===== config.mk =====
export PLATFORM = sky130hd
export DESIGN_NAME = jac_control_unit_flat
export DESIGN_NICKNAME = d
export VERILOG_FILES = /design/src/rtl/jac_pkg.sv /design/src/rtl/jac_control_unit_if.sv /design/src/rtl/jac_regfile.sv /design/src/rtl/jac_control_unit.sv /design/src/flat_wrapper.sv
export SDC_FILE = /design/constraint.sdc
export NUM_CORES = 1
export LEC_CHECK = 0
export ABC_CLOCK_PERIOD_IN_PS = 1950
export CORE_MARGIN = 2
export CORE_UTILIZATION = 50
export DETAILED_ROUTE_END_ITERATION = 10
export PLACE_DENSITY_LB_ADDON = 0.15
export SYNTH_ARGS = -nofsm -noshare
export SYNTH_HDL_FRONTEND = slang
export SYNTH_HIERARCHICAL = 1
export SYNTH_SLANG_ARGS = --single-unit

===== constraint.sdc =====
create_clock -name clock -period 1.95 [get_ports clock]
set_input_delay 0.39 -clock clock [delete_from_list [all_inputs] [get_ports clock]]
set_output_delay 0.39 -clock clock [all_outputs]
set_load 0.005 [all_outputs]

===== src/rtl/jac_pkg.sv =====
// Shared definitions for the Jac1-8 datapath: widths, instruction fields, opcodes, status bits, FSM states.
package jac_pkg;
    localparam int DataWidth     = 8;
    localparam int AddrWidth     = 8;
    localparam int NumRegs       = 8;
    localparam int RegIdxWidth   = 3;
    localparam int InstrWidth    = 16;
    localparam int NumStatusBits = 6;
    localparam int OpcodeWidth   = 5;

    localparam int OpcodeMsb = 15;
    localparam int OpcodeLsb = 11;
    localparam int RdMsb     = 10;
    localparam int RdLsb     = 8;
    localparam int ParamMsb  = 7;
    localparam int ParamLsb  = 0;
    localparam int RsMsb     = 2;
    localparam int RsLsb     = 0;

    localparam int StCarry     = 0;
    localparam int StUnderflow = 1;
    localparam int StZero      = 2;
    localparam int StEqual     = 3;
    localparam int StGreater   = 4;
    localparam int StSmaller   = 5;

    localparam logic [OpcodeWidth-1:0] OpNop  = 5'd0;
    localparam logic [OpcodeWidth-1:0] OpAdd  = 5'd1;
    localparam logic [OpcodeWidth-1:0] OpSub  = 5'd2;
    localparam logic [OpcodeWidth-1:0] OpAnd  = 5'd3;
    localparam logic [OpcodeWidth-1:0] OpOr   = 5'd4;
    localparam logic [OpcodeWidth-1:0] OpNot  = 5'd5;
    localparam logic [OpcodeWidth-1:0] OpXor  = 5'd6;
    localparam logic [OpcodeWidth-1:0] OpShl  = 5'd7;
    localparam logic [OpcodeWidth-1:0] OpShr  = 5'd8;
    localparam logic [OpcodeWidth-1:0] OpVal  = 5'd9;
    localparam logic [OpcodeWidth-1:0] OpCmp  = 5'd10;
    localparam logic [OpcodeWidth-1:0] OpGoto = 5'd16;
    localparam logic [OpcodeWidth-1:0] OpIfz  = 5'd17;
    localparam logic [OpcodeWidth-1:0] OpIfnz = 5'd18;
    localparam logic [OpcodeWidth-1:0] OpIfeq = 5'd19;
    localparam logic [OpcodeWidth-1:0] OpIfst = 5'd20;
    localparam logic [OpcodeWidth-1:0] OpIfgt = 5'd21;

    typedef enum logic [1:0] {
        ST_FETCH   = 2'd0,
        ST_DECODE  = 2'd1,
        ST_EXECUTE = 2'd2,
        ST_TRAP    = 2'd3
    } state_e;

    function automatic logic is_reserved(input logic [OpcodeWidth-1:0] op);
        return ((op >= 5'd11) && (op <= 5'd15)) || (op >= 5'd22);
    endfunction
endpackage


===== src/rtl/jac_control_unit_if.sv =====
// Program-ROM and ALU bus between the control unit (master) and memory/ALU (slave).
interface jac_control_unit_if;
    import jac_pkg::*;

    logic [AddrWidth-1:0]     instr_addr;
    logic [InstrWidth-1:0]    instr_data;
    logic [OpcodeWidth-1:0]   alu_opcode;
    logic [DataWidth-1:0]     alu_operand1;
    logic [DataWidth-1:0]     alu_operand2;
    logic [7:0]               alu_param;
    logic [DataWidth-1:0]     alu_result;
    logic [NumStatusBits-1:0] alu_status;

    modport master (
        output instr_addr, alu_opcode, alu_operand1, alu_operand2, alu_param,
        input  instr_data, alu_result, alu_status
    );

    modport slave (
        input  instr_addr, alu_opcode, alu_operand1, alu_operand2, alu_param,
        output instr_data, alu_result, alu_status
    );
endinterface


===== src/rtl/jac_regfile.sv =====
// NumRegs x DataWidth register file: two combinational read ports, a debug read port,
// one synchronous write port, synchronous active-low clear.
module jac_regfile
    import jac_pkg::*;
(
    input  logic                   clock,
    input  logic                   reset_n,
    input  logic                   wr_en,
    input  logic [RegIdxWidth-1:0] wr_idx,
    input  logic [DataWidth-1:0]   wr_data,
    input  logic [RegIdxWidth-1:0] rd_idx_a,
    input  logic [RegIdxWidth-1:0] rd_idx_b,
    input  logic [RegIdxWidth-1:0] dbg_sel,
    output logic [DataWidth-1:0]   rd_data_a,
    output logic [DataWidth-1:0]   rd_data_b,
    output logic [DataWidth-1:0]   dbg_data
);
    logic [DataWidth-1:0] regs_q [NumRegs];
    logic [DataWidth-1:0] regs_d [NumRegs];

    always_comb begin
        regs_d = regs_q;
        if (wr_en) regs_d[wr_idx] = wr_data;
    end

    // Clear wins over a same-edge write.
    always_ff @(posedge clock) begin
        if (!reset_n) regs_q <= '{default: '0};
        else          regs_q <= regs_d;
    end

    assign rd_data_a = regs_q[rd_idx_a];
    assign rd_data_b = regs_q[rd_idx_b];
    assign dbg_data  = regs_q[dbg_sel];
endmodule


===== src/rtl/jac_control_unit.sv =====
// Jac1-8 sequencer: FETCH/DECODE/EXECUTE, 3 cycles per instruction; run=0 pauses in FETCH.
// Macro JAC_CTRL_ILLEGAL_TRAP_EN: reserved opcodes trap (sticky illegal_op, TRAP until reset); else NOP.
module jac_control_unit
    import jac_pkg::*;
(
    input  logic                     clock,
    input  logic                     reset_n,
    input  logic                     run,
    jac_control_unit_if.master       bus,
    output logic [NumStatusBits-1:0] status_reg,
    output logic                     illegal_op,
    input  logic [RegIdxWidth-1:0]   dbg_sel,
    output logic [DataWidth-1:0]     dbg_data
);
    state_e                   state_q, state_d;
    logic [AddrWidth-1:0]     pc_q, pc_d;
    logic [InstrWidth-1:0]    ir_q, ir_d;
    logic [NumStatusBits-1:0] status_q, status_d;

    logic                     wr_en;
    logic [DataWidth-1:0]     wr_data;
    logic [OpcodeWidth-1:0]   opcode;
    logic [RegIdxWidth-1:0]   rd_idx;
    logic [RegIdxWidth-1:0]   rs_idx;
    logic [7:0]               param;

    assign opcode = ir_q[OpcodeMsb:OpcodeLsb];
    assign rd_idx = ir_q[RdMsb:RdLsb];
    assign param  = ir_q[ParamMsb:ParamLsb];
    assign rs_idx = param[RsMsb:RsLsb];

`ifdef JAC_CTRL_ILLEGAL_TRAP_EN
    logic illegal_q, illegal_d;
    assign illegal_op = illegal_q;
`else
    assign illegal_op = 1'b0;
`endif

    jac_regfile u_regfile (
        .clock     (clock),
        .reset_n   (reset_n),
        .wr_en     (wr_en),
        .wr_idx    (rd_idx),
        .wr_data   (wr_data),
        .rd_idx_a  (rd_idx),
        .rd_idx_b  (rs_idx),
        .dbg_sel   (dbg_sel),
        .rd_data_a (bus.alu_operand1),
        .rd_data_b (bus.alu_operand2),
        .dbg_data  (dbg_data)
    );

    always_comb begin
        state_d        = state_q;
        pc_d           = pc_q;
        ir_d           = ir_q;
        status_d       = status_q;
        wr_en          = 1'b0;
        wr_data        = bus.alu_result;
        bus.alu_opcode = OpNop;
`ifdef JAC_CTRL_ILLEGAL_TRAP_EN
        illegal_d      = illegal_q;
`endif
        case (state_q)
            ST_FETCH: begin
                if (run) state_d = ST_DECODE;
            end
            ST_DECODE: begin
                ir_d    = bus.instr_data;
                state_d = ST_EXECUTE;
            end
            ST_EXECUTE: begin
                bus.alu_opcode = opcode;
                state_d        = ST_FETCH;
                pc_d           = pc_q + AddrWidth'(1);
                case (opcode)
                    OpAdd, OpSub, OpAnd, OpOr, OpNot, OpXor, OpShl, OpShr: begin
                        wr_en    = 1'b1;
                        status_d = bus.alu_status;
                    end
                    OpCmp:  status_d = bus.alu_status;
                    OpVal: begin
                        wr_en   = 1'b1;
                        wr_data = param;
                    end
                    OpGoto: pc_d = param;
                    OpIfz:  if (status_q[StZero])    pc_d = param;
                    OpIfnz: if (!status_q[StZero])   pc_d = param;
                    OpIfeq: if (status_q[StEqual])   pc_d = param;
                    OpIfst: if (status_q[StSmaller]) pc_d = param;
                    OpIfgt: if (status_q[StGreater]) pc_d = param;
                    default: begin
`ifdef JAC_CTRL_ILLEGAL_TRAP_EN
                        if (is_reserved(opcode)) begin
                            pc_d      = pc_q;
                            illegal_d = 1'b1;
                            state_d   = ST_TRAP;
                        end
`endif
                    end
                endcase
            end
`ifdef JAC_CTRL_ILLEGAL_TRAP_EN
            ST_TRAP: state_d = ST_TRAP;
`endif
            default: state_d = ST_FETCH;
        endcase
    end

    always_ff @(posedge clock) begin
        if (!reset_n) begin
            state_q   <= ST_FETCH;
            pc_q      <= '0;
            ir_q      <= '0;
            status_q  <= '0;
`ifdef JAC_CTRL_ILLEGAL_TRAP_EN
            illegal_q <= 1'b0;
`endif
        end else begin
            state_q   <= state_d;
            pc_q      <= pc_d;
            ir_q      <= ir_d;
            status_q  <= status_d;
`ifdef JAC_CTRL_ILLEGAL_TRAP_EN
            illegal_q <= illegal_d;
`endif
        end
    end

    assign bus.instr_addr = pc_q;
    assign bus.alu_param  = param;
    assign status_reg     = status_q;
endmodule


===== src/flat_wrapper.sv =====
// flat-port wrapper written by rule: the top's interface ports become plain ports
module jac_control_unit_flat import jac_pkg::*;
  (clock, reset_n, run, status_reg, illegal_op, dbg_sel, dbg_data, bus_instr_addr, bus_alu_opcode, bus_alu_operand1, bus_alu_operand2, bus_alu_param, bus_instr_data, bus_alu_result, bus_alu_status);
  jac_control_unit_if bus_i ();
  input  logic clock;
  input  logic reset_n;
  input  logic run;
  output logic [NumStatusBits-1:0] status_reg;
  output logic illegal_op;
  input  logic [RegIdxWidth-1:0] dbg_sel;
  output logic [DataWidth-1:0] dbg_data;
  output wire logic [$bits(bus_i.instr_addr)-1:0] bus_instr_addr;
  output wire logic [$bits(bus_i.alu_opcode)-1:0] bus_alu_opcode;
  output wire logic [$bits(bus_i.alu_operand1)-1:0] bus_alu_operand1;
  output wire logic [$bits(bus_i.alu_operand2)-1:0] bus_alu_operand2;
  output wire logic [$bits(bus_i.alu_param)-1:0] bus_alu_param;
  input wire logic [$bits(bus_i.instr_data)-1:0] bus_instr_data;
  input wire logic [$bits(bus_i.alu_result)-1:0] bus_alu_result;
  input wire logic [$bits(bus_i.alu_status)-1:0] bus_alu_status;
  assign bus_instr_addr = bus_i.instr_addr;
  assign bus_alu_opcode = bus_i.alu_opcode;
  assign bus_alu_operand1 = bus_i.alu_operand1;
  assign bus_alu_operand2 = bus_i.alu_operand2;
  assign bus_alu_param = bus_i.alu_param;
  assign bus_i.instr_data = bus_instr_data;
  assign bus_i.alu_result = bus_alu_result;
  assign bus_i.alu_status = bus_alu_status;
  jac_control_unit u_core (.clock(clock), .reset_n(reset_n), .run(run), .bus(bus_i), .status_reg(status_reg), .illegal_op(illegal_op), .dbg_sel(dbg_sel), .dbg_data(dbg_data));
endmodule

# Yosys cells after proc, flatten, opt, wreduce, memory -nomap -nowiden
# Index checks and enable logic that the tools add are counted.
[op_classes] add_sub_neg=1 multipliers=0 div_mod_pow=0 order_cmp=4 n_eq_ne=19 shift=0 muxes=25 bitwise=3 reduce_logical=5
[op_table] operator="8-bit two-way mux" count=14
[op_table] operator="8-bit binary-select mux with 3-bit select" count=3
[op_table] operator="64-bit bitwise mux" count=1
[op_table] operator="8-bit case mux with 6 select lines" count=1
[op_table] operator="5-bit equality test (second input constant)" count=6
[op_table] operator="8-bit demux with 3-bit select" count=1
[op_table] operator="5-bit by 3-bit equality test with 1-bit output (second input constant)" count=4
[op_table] operator="9-bit OR reduction" count=2
[op_table] operator="5-bit by 4-bit equality test with 1-bit output (second input constant)" count=3
[op_table] operator="4-bit greater-or-equal comparator (second input constant)" count=3
[op_table] operator="3-bit inverter with 4-bit output" count=3
[op_table] operator="5-bit by 2-bit equality test with 1-bit output (second input constant)" count=2
[op_table] operator="8-bit by 1-bit adder with 8-bit output (second input constant)" count=1
[op_table] operator="5-bit by 1-bit equality test with 1-bit output (second input constant)" count=1
[op_table] operator="5-bit two-way mux" count=1
[op_table] operator="4-bit by 1-bit less-than comparator with 1-bit output (second input constant)" count=1
[op_table] operator="2-bit case mux with 2 select lines" count=1
[op_table] operator="2-bit by 1-bit equality test with 1-bit output (second input constant)" count=1
[op_table] operator="2-bit equality test (second input constant)" count=1
[op_table] operator="2-bit logical NOT" count=1
[op_table] operator="1-bit two-way mux" count=2
[op_table] operator="2-bit two-way mux" count=1
[op_table] operator="2-bit != test (second input constant)" count=1
[op_table] operator="2-bit AND reduction" count=1
[op_table] operator="1-bit logical AND" count=1
[totals] regBits=96 latch_bits=0 ram_bits=0 mem_bits_ro=0 out_inout_bits=52 wordCells=69 mem_count=0

# Depth between registers and ports, before layout
# Gate-level depths: netlist of run 1.
[depth] depth_word=6 depth_mapped=8

# By module
# The synthesis of run 1 kept the hierarchy.
[by_module_without_submodules] module="jac_regfile" instances=1 cells_each=359 area_per_inst_um2=4146.5 seq_area_each_um2=1281.2
[by_module_without_submodules] module="jac_control_unit" instances=1 cells_each=214 area_per_inst_um2=1706.6 seq_area_each_um2=640.6

# Worst setup path after synthesis of run 1
# No wires, ideal clock.
[synth_path] path_type="register -> register" start="reg u_core.state_q[1]" end="reg u_core/u_regfile/regs_q[40] (netlist bit)" t_arrival_ps=1767 setup_slack_ps=67 path_stages_with_launch=8 n_path_buf=2 path_cell_list="dfxtp_1 -> nor3b_1 -> and3b_1 -> buf_2 -> nor4bb_1 -> buf_2 -> mux2i_1 -> nor2b_1"
[synth_via] word_cells_on_any_way=4 classes_between="eq/ne (1); mux (3)"
[synth_rtl] element="from (decl)" line="jac_control_unit.sv:15" rtl="state_e state_q, state_d;"
[synth_rtl] element="from (signal assigned)" line="jac_control_unit.sv:120" rtl="state_q <= state_d;"
[synth_rtl] element="2-bit equality test" line="jac_control_unit.sv:64" rtl="case (state_q)"
[synth_rtl] element="1-bit two-way mux" line="jac_control_unit.sv:64"
[synth_rtl] element="via u_core.wr_en" line="jac_control_unit.sv:20" rtl="logic wr_en;"
[synth_rtl] element="to (signal assigned)" line="jac_regfile.sv:29" rtl="else regs_q <= regs_d;"
[synth_rtl] element="to (decl)" line="jac_regfile.sv:18" rtl="logic [DataWidth-1:0] regs_q [NumRegs];"
# The timed path passes the listed nets, and every way through them passes these cells.
# A chain may end at the register's enable or synchronous reset.

# Final worst setup path of run 1
[layout_path] start="reg u_core.ir_q[8]" end="out bus_alu_operand1[6]"
[layout_via] elab_chain_len=4
[layout_lines] element="from (decl)" line="jac_control_unit.sv:17" rtl="logic [InstrWidth-1:0] ir_q, ir_d;"
[layout_lines] element="from (signal assigned)" line="jac_control_unit.sv:122" rtl="ir_q <= ir_d;"
[layout_lines] element="3-bit inverter with 4-bit output (implied by the code)" line="jac_regfile.sv:32" rtl="assign rd_data_a = regs_q[rd_idx_a];"
[layout_lines] element="8-bit binary-select mux with 3-bit select" line="jac_regfile.sv:32"
[layout_lines] element="8-bit two-way mux (implied by the code) (2 in a row)" line="jac_regfile.sv:32"
[layout_lines] element="to (decl)" line="flat_wrapper.sv:14" rtl="output wire logic [$bits(bus_i.alu_operand1)-1:0] bus_alu_operand1;"
# No other way between the ends. The select of a mux whose other input is x is not followed.

==> qor.txt, run 1 <==
Final setup fails -> 22
Post-placement setup slack -> -0.7967 ns
Cts bufs inserted -> 9
CTS Hold Bufs -> 0
Async SR Flop Fraction -> 0%
Leading area contributor after synthesis -> dfxtp_1
Iter 0 DRT Violations -> 420
Clock slew at reported path FFs -> 0.06 ns
Rows -> 39
Vias in the first global route -> 4904
Max-cap check violation count -> 0
Initial core utilization -> 51.26%
Non-filler instance count after layout -> 837
Cells after Synth -> 573
#FFs+latches synth -> 96
Post-synth top cells -> nand2_1, dfxtp_1, mux4_1
Routability Congestion -> 0.8809
IO buf count -> 86
Most flops, register -> u_core/u_regfile/regs_q
Fin crit share -> 116.4%
Post-synthesis cell area -> 5853 µm²
Total GRT Usage -> 27.67%
Max_slew headroom -> 52.71%
Fill cell count -> 878
Final Hold Fails -> 0
Multi-input logic area -> 3577 µm²
Setup Total Neg Slack -> -4.779 ns
Max frequency -> 440.7 MHz
Hold Slack -> 0.4535 ns
Io pins -> 88
Worst setup path class -> flip-flop to primary output
Worst R2R Path Depth -> 5
Leakage -> 2.899 nW
Slew Viols, Final -> 0
Die Ht -> 112.2 µm
Top-area cell type share of the netlist area -> 32.83%
Number of flip-flops in the largest register -> 64
Hold path depth -> 3
Post-DP HPWL -> 11110 µm
Antenna violations before repair -> 0
Final worst slack -> -0.3189 ns
RSZ-0062 raised after global routing -> yes
Ys Warns -> 6
Main area contributors after synthesis -> dfxtp_1, mux4_1, nand2_1, mux2_2, a21boi_0
Syn Nets -> 610
Peak supply drop -> 0.4022 mV
DRC violations left -> 0
Power, Total -> 4.253 mW
Area delta synth->final -> 34.29%
Clock tree buffer depth -> 2
Die W -> 112.2 µm
Main synth FF type -> dfxtp_1
WP data required -> 1.56 ns
Pwr dens -> 541.1 nW/µm²
Drt pass-1 iters -> 5
Final-stage net count -> 726
H-tree depth -> 3
Failing checks -> setup timing
CORE AREA -> 11420 µm²
Post-synth EDFFs -> 0
Via density -> 6.047
Worst-Skew Late Latency -> 0.34 ns
Grt total ovfl -> 0
Register area -> 1988 µm²
Avg Cell Area, Syn -> 10.21 µm²
Critical-path maximum fanout -> 6
Startpoint types -> flip-flop
CTS tree -> yes
Final WL -> 17270 µm
Die ar. -> 12590 µm²
Final Skew -> 0.004768 ns
Status -> finished, violations left
Netlist cell types -> 47
Final Core Density -> 68.84%
Clock sinks -> 96
Placed cell count -> 789
ANT cells -> 0
Actual slew at the worst max-slew pin -> 0.7093 ns
CTS Root Cell -> clkbuf_16
DP Area -> 7051 µm²
Largest net degree at the start of global routing -> 69
Hold Path Class -> primary input to flip-flop
Critical Path AT -> 1.88 ns
Share of cells above drive strength 1 -> 36.89%
Min cycle time layout -> 2.269 ns
Most common cell in the netlist -> nand2_1
Global-route wire length before repair -> 27100 µm
Vias -> 5061
Fin area -> 7860 µm²
Seq/Total Area, Yosys -> 32.83%
CP endpoint kind -> primary output
DR WL/cell -> 20.63 µm
Antenna viol nets, final -> 0
cell usage in the layout (no fill, tap or decap), types with 4 or more instances in the layout:
master	count
nand2_1	123
clkdlybuf4s50_1	54
buf_4	49
dfxtp_1	49
dfxtp_2	44
a21boi_0	41
mux4_2	39
buf_6	32
mux2i_1	30
nor2b_1	27
mux2_4	24
a21oi_1	17
buf_12	13
nor2_1	13
nand3_1	10
clkbuf_16	9
mux2_2	9
mux4_1	9
buf_8	8
and2_1	8
o211ai_1	7
dlygate4sd2_1	6
nor4_1	5
buf_16	4
buf_2	4
nand2b_1	4
o221ai_1	4
routing by layer:
metal	wire length, µm	GRT usage (%)	share of wire, %	vias up
met2	8183	45.58	47	262
met1	7213	36.69	42	2462
li1	-	-	-	2299
met3	1416	5.292	8.2	38
met4	457	9.756	2.6	0
met5	0	0	0	-
cell type report:
cell class	instances	share of cell area, %
multi-input cells	410	45.51
inverters	1	0.04776
flip-flops and latches	96	25.29
repair buffers	171	23.37
well taps	143	2.276
clock buffers	11	3.088
clock inverters	5	0.4139
power by group:
part | switching [mW] | total (mW) | internal [mW]
clock | 0.747 | 1.64 | 0.895
sequential | 0.0364 | 2.02 | 1.98
combinational | 0.246 | 0.591 | 0.344
total | 1.03 | 4.25 | 3.22
critical path: stages (launching register included):
cell and delay, ns:
dfxtp_4 0.40, buf_12 0.15, buf_6 0.11, mux4_2 0.48
mux2_4 0.28, buf_6 0.12
cell families after synthesis:
logic type | after synthesis | synth area share [%]
simple gates | 219 | 18.51
mux | 111 | 32.77
flops | 96 | 32.83
compound gates | 78 | 9.384
buf+inv | 67 | 6.220
fa+ha+maj | 1 | 0.2137
other cells | 1 | 0.06407
worst paths after layout:
kind,from,end,slack [ns]
setup / recovery,u_core/ir_q[8]$_SDFFE_PN0N_,bus_alu_operand1[6],-0.32
hold / removal,reset_n,u_core/state_q[0]$_SDFFE_PN0P_,0.45
setup reg to reg,u_core/ir_q[15]$_SDFFE_PN0N_,u_core/bus.instr_addr[0]$_SDFFE_PN0N_,0.07
hold reg to reg,u_core/u_regfile/regs_q[11]$_SDFFE_PN0P_,u_core/u_regfile/regs_q[11]$_SDFFE_PN0P_,0.49
repair_timing:
item | in CTS | in global routing
setup endpoints to repair | 38 | 65
buffers inserted | 23 | 5
cloned | 5 | 0
pin swaps | 1 | 0
gates resized for setup | 255 | 26
No activity file was read; power rests on OpenSTA's default activity.
==> run 2, diff against run 1 <==
==> constraint.sdc (replaced) <==
create_clock -name clock -period 1.95 [get_ports clock]
set_input_delay 0.39 -clock clock [delete_from_list [all_inputs] [get_ports clock]]
set_output_delay 0.39 -clock clock [all_outputs]
set_load 0.05 [all_outputs]
==> run 2 against run 1 <==
The flow still finishes with violations (setup timing). Combinational power increased by 3%. Critical endpoint is now bus_alu_operand2[0]. First-iteration DRC count increased by 2.4%. Clock power up 8%. Global-route usage grew 0.18 points. Worst setup slack gained 0.018 ns. Worst hold slack got worse by 0.0079 ns. Die area is the same. Critical path type unchanged. Critical path depth is 1 lower. Flip-flop and latch count stayed put. Via count down 2.0%. Sequential power about the same. Wire length down 1.6%.
==> qor.txt, run 2 (same netlist as run 1, synthesis figures left out) <==
Final Core Density -> 68.00%
RSZ-0062 raised after global routing -> yes
Gate power share -> 13.8%
Number of flip-flops in the largest register -> 64
Multi-input logic area -> 3560 µm²
Status -> finished, violations left
Iter 0 DRT Violations -> 430
Met2 Usage GRT -> 45.54%
Total GRT Usage -> 27.85%
H-tree depth -> 3
Met3 usage -> 5.670%
Actual slew at the worst max-slew pin -> 0.6660 ns
Clock slew at reported path FFs -> 0.06 ns
Initial core utilization -> 51.26%
Critical Path AT -> 1.86 ns
Antenna viol nets, final -> 0
Die W -> 112.2 µm
Largest net degree at the start of global routing -> 69
IO buf count -> 86
Peak supply drop -> 0.3136 mV
Rows -> 39
Post-placement setup slack -> -0.5498 ns
WP data required -> 1.56 ns
Failing checks -> setup timing
Critical-path maximum fanout -> 7
Via density -> 6.017
Max frequency -> 444.2 MHz
Commonest non-fill, non-tap cell in the layout -> nand2_1
CP endpoint kind -> primary output
Met1 Use GR -> 36.74%
Most Crowded Layer GR -> met2
CTS Root Cell -> clkbuf_16
P_int -> 3.278 mW
DR WL/cell -> 20.62 µm
Sw Share -> 25.42%
Die ar. -> 12590 µm²
Startpoint types -> flip-flop
DRC violations left -> 0
Vias in the first global route -> 5132
Routability Congestion -> 0.8482
Psw -> 1.117 mW
Max_slew headroom -> 55.60%
Register area -> 1988 µm²
Final worst slack -> -0.3013 ns
Vias -> 4958
Reg power frac -> 46.0%
Share of cells above drive strength 1 -> 39.35%
CORE AREA -> 11420 µm²
Fin crit share -> 115.5%
Antenna violations before repair -> 0
Die Ht -> 112.2 µm
Final WL -> 16990 µm
Min cycle time layout -> 2.251 ns
Clock tree buffer depth -> 2
Global-route wire length before repair -> 27370 µm
Most frequent cells in the layout -> nand2_1, buf_4, dfxtp_1
Most flops, register -> u_core/u_regfile/regs_q
Final Hold Fails -> 0
Pwr dens -> 566.1 nW/µm²
Slew Viols, Final -> 0
Final-stage net count -> 713
CTS tree -> yes
Leakage -> 2.860 nW
Post-DP HPWL -> 11310 µm
Grt total ovfl -> 0
Clock share of power -> 40.2%
ANT cells -> 0
Hold Path Class -> primary input to flip-flop
Drt pass-1 iters -> 4
Io pins -> 88
Cts bufs inserted -> 9
Final Skew -> 0.006196 ns
Max-cap check violation count -> 0
Fill cell count -> 876
Final setup fails -> 24
Hold Slack -> 0.4456 ns
Area delta synth->final -> 32.66%
Clock sinks -> 96
CTS Hold Bufs -> 0
Worst setup path class -> flip-flop to primary output
Worst-Skew Late Latency -> 0.35 ns
-- run 2: changes by cell type in the layout (fill, tap and decap cells not counted), sizes merged --
cell / previous run / this run
dlymetal6s2s: 0 / 2
clkdlybuf4s50: 54 / 35
bufinv: 0 / 1
clkbuf: 12 / 10
clkinvlp: 3 / 2
buf: 110 / 119
clkinv: 3 / 4
dlygate4sd2: 6 / 2
-- run 2: final timing paths --
kind,from,endpoint,slack (ns),depth (start not counted)
min reg2reg,u_core/ir_q[1]$_SDFFE_PN0N_,u_core/ir_q[1]$_SDFFE_PN0N_,0.48,2
max reg2reg,u_core/ir_q[8]$_SDFFE_PN0N_,u_core/u_regfile/regs_q[59]$_SDFFE_PN0P_,0.04,8
max,u_core/ir_q[2]$_SDFFE_PN0N_,bus_alu_operand2[0],-0.30,4
min,reset_n,u_core/state_q[0]$_SDFFE_PN0P_,0.45,3
-- run 2: what timing repair did --
item                                    CTS  global route
endpoints found under the setup margin   31            66
buffers inserted                         11             0
gates resized for setup                 160            26
pin swaps                                 0             1
cloned                                    3             0
-- run 2: power by group through the flow --
stage,registers (mW),clock network (mW),logic (mW)
after detailed placement,2.06,0,0.533
after global routing,2.02,1.87,0.641
after global placement,2.06,0,0.527
after CTS,2.02,1.79,0.599
after floorplan,2.07,0,0.310
final,2.02,1.77,0.608
-- run 2: layout make-up --
type,count,area share (%)
well taps,143,2.304
clock buffers,10,2.949
clock inverters,6,0.7734
inverters,1,0.04834
repair buffers,158,22.48
flip-flops and latches,96,25.60
multi-input cells,410,45.84
-- run 2: critical path, stage by stage, from the launching register on --
cell	delay, ns
dfxtp_4	0.40
buf_12	0.16
mux4_2	0.50
mux2_4	0.30
buf_8	0.15
-- run 2: layer usage --
layer	wire, µm	vias to the layer above
met5	0	-
met4	426	0
met3	1457	32
met2	8007	278
met1	7102	2381
li1	-	2267
-- run 2: through the flow --
step                power (mW)  TNS, ns  cells  cell area [µm²]
detailed placement       2.593   -5.037    794             7071
global route             4.532   -5.671    824             7765
floorplan                2.381        0    573             5884
CTS                      4.410   -5.019    824             7709
finish                   4.396   -4.829    824             7765
global placement         2.586   -4.566    794             7071
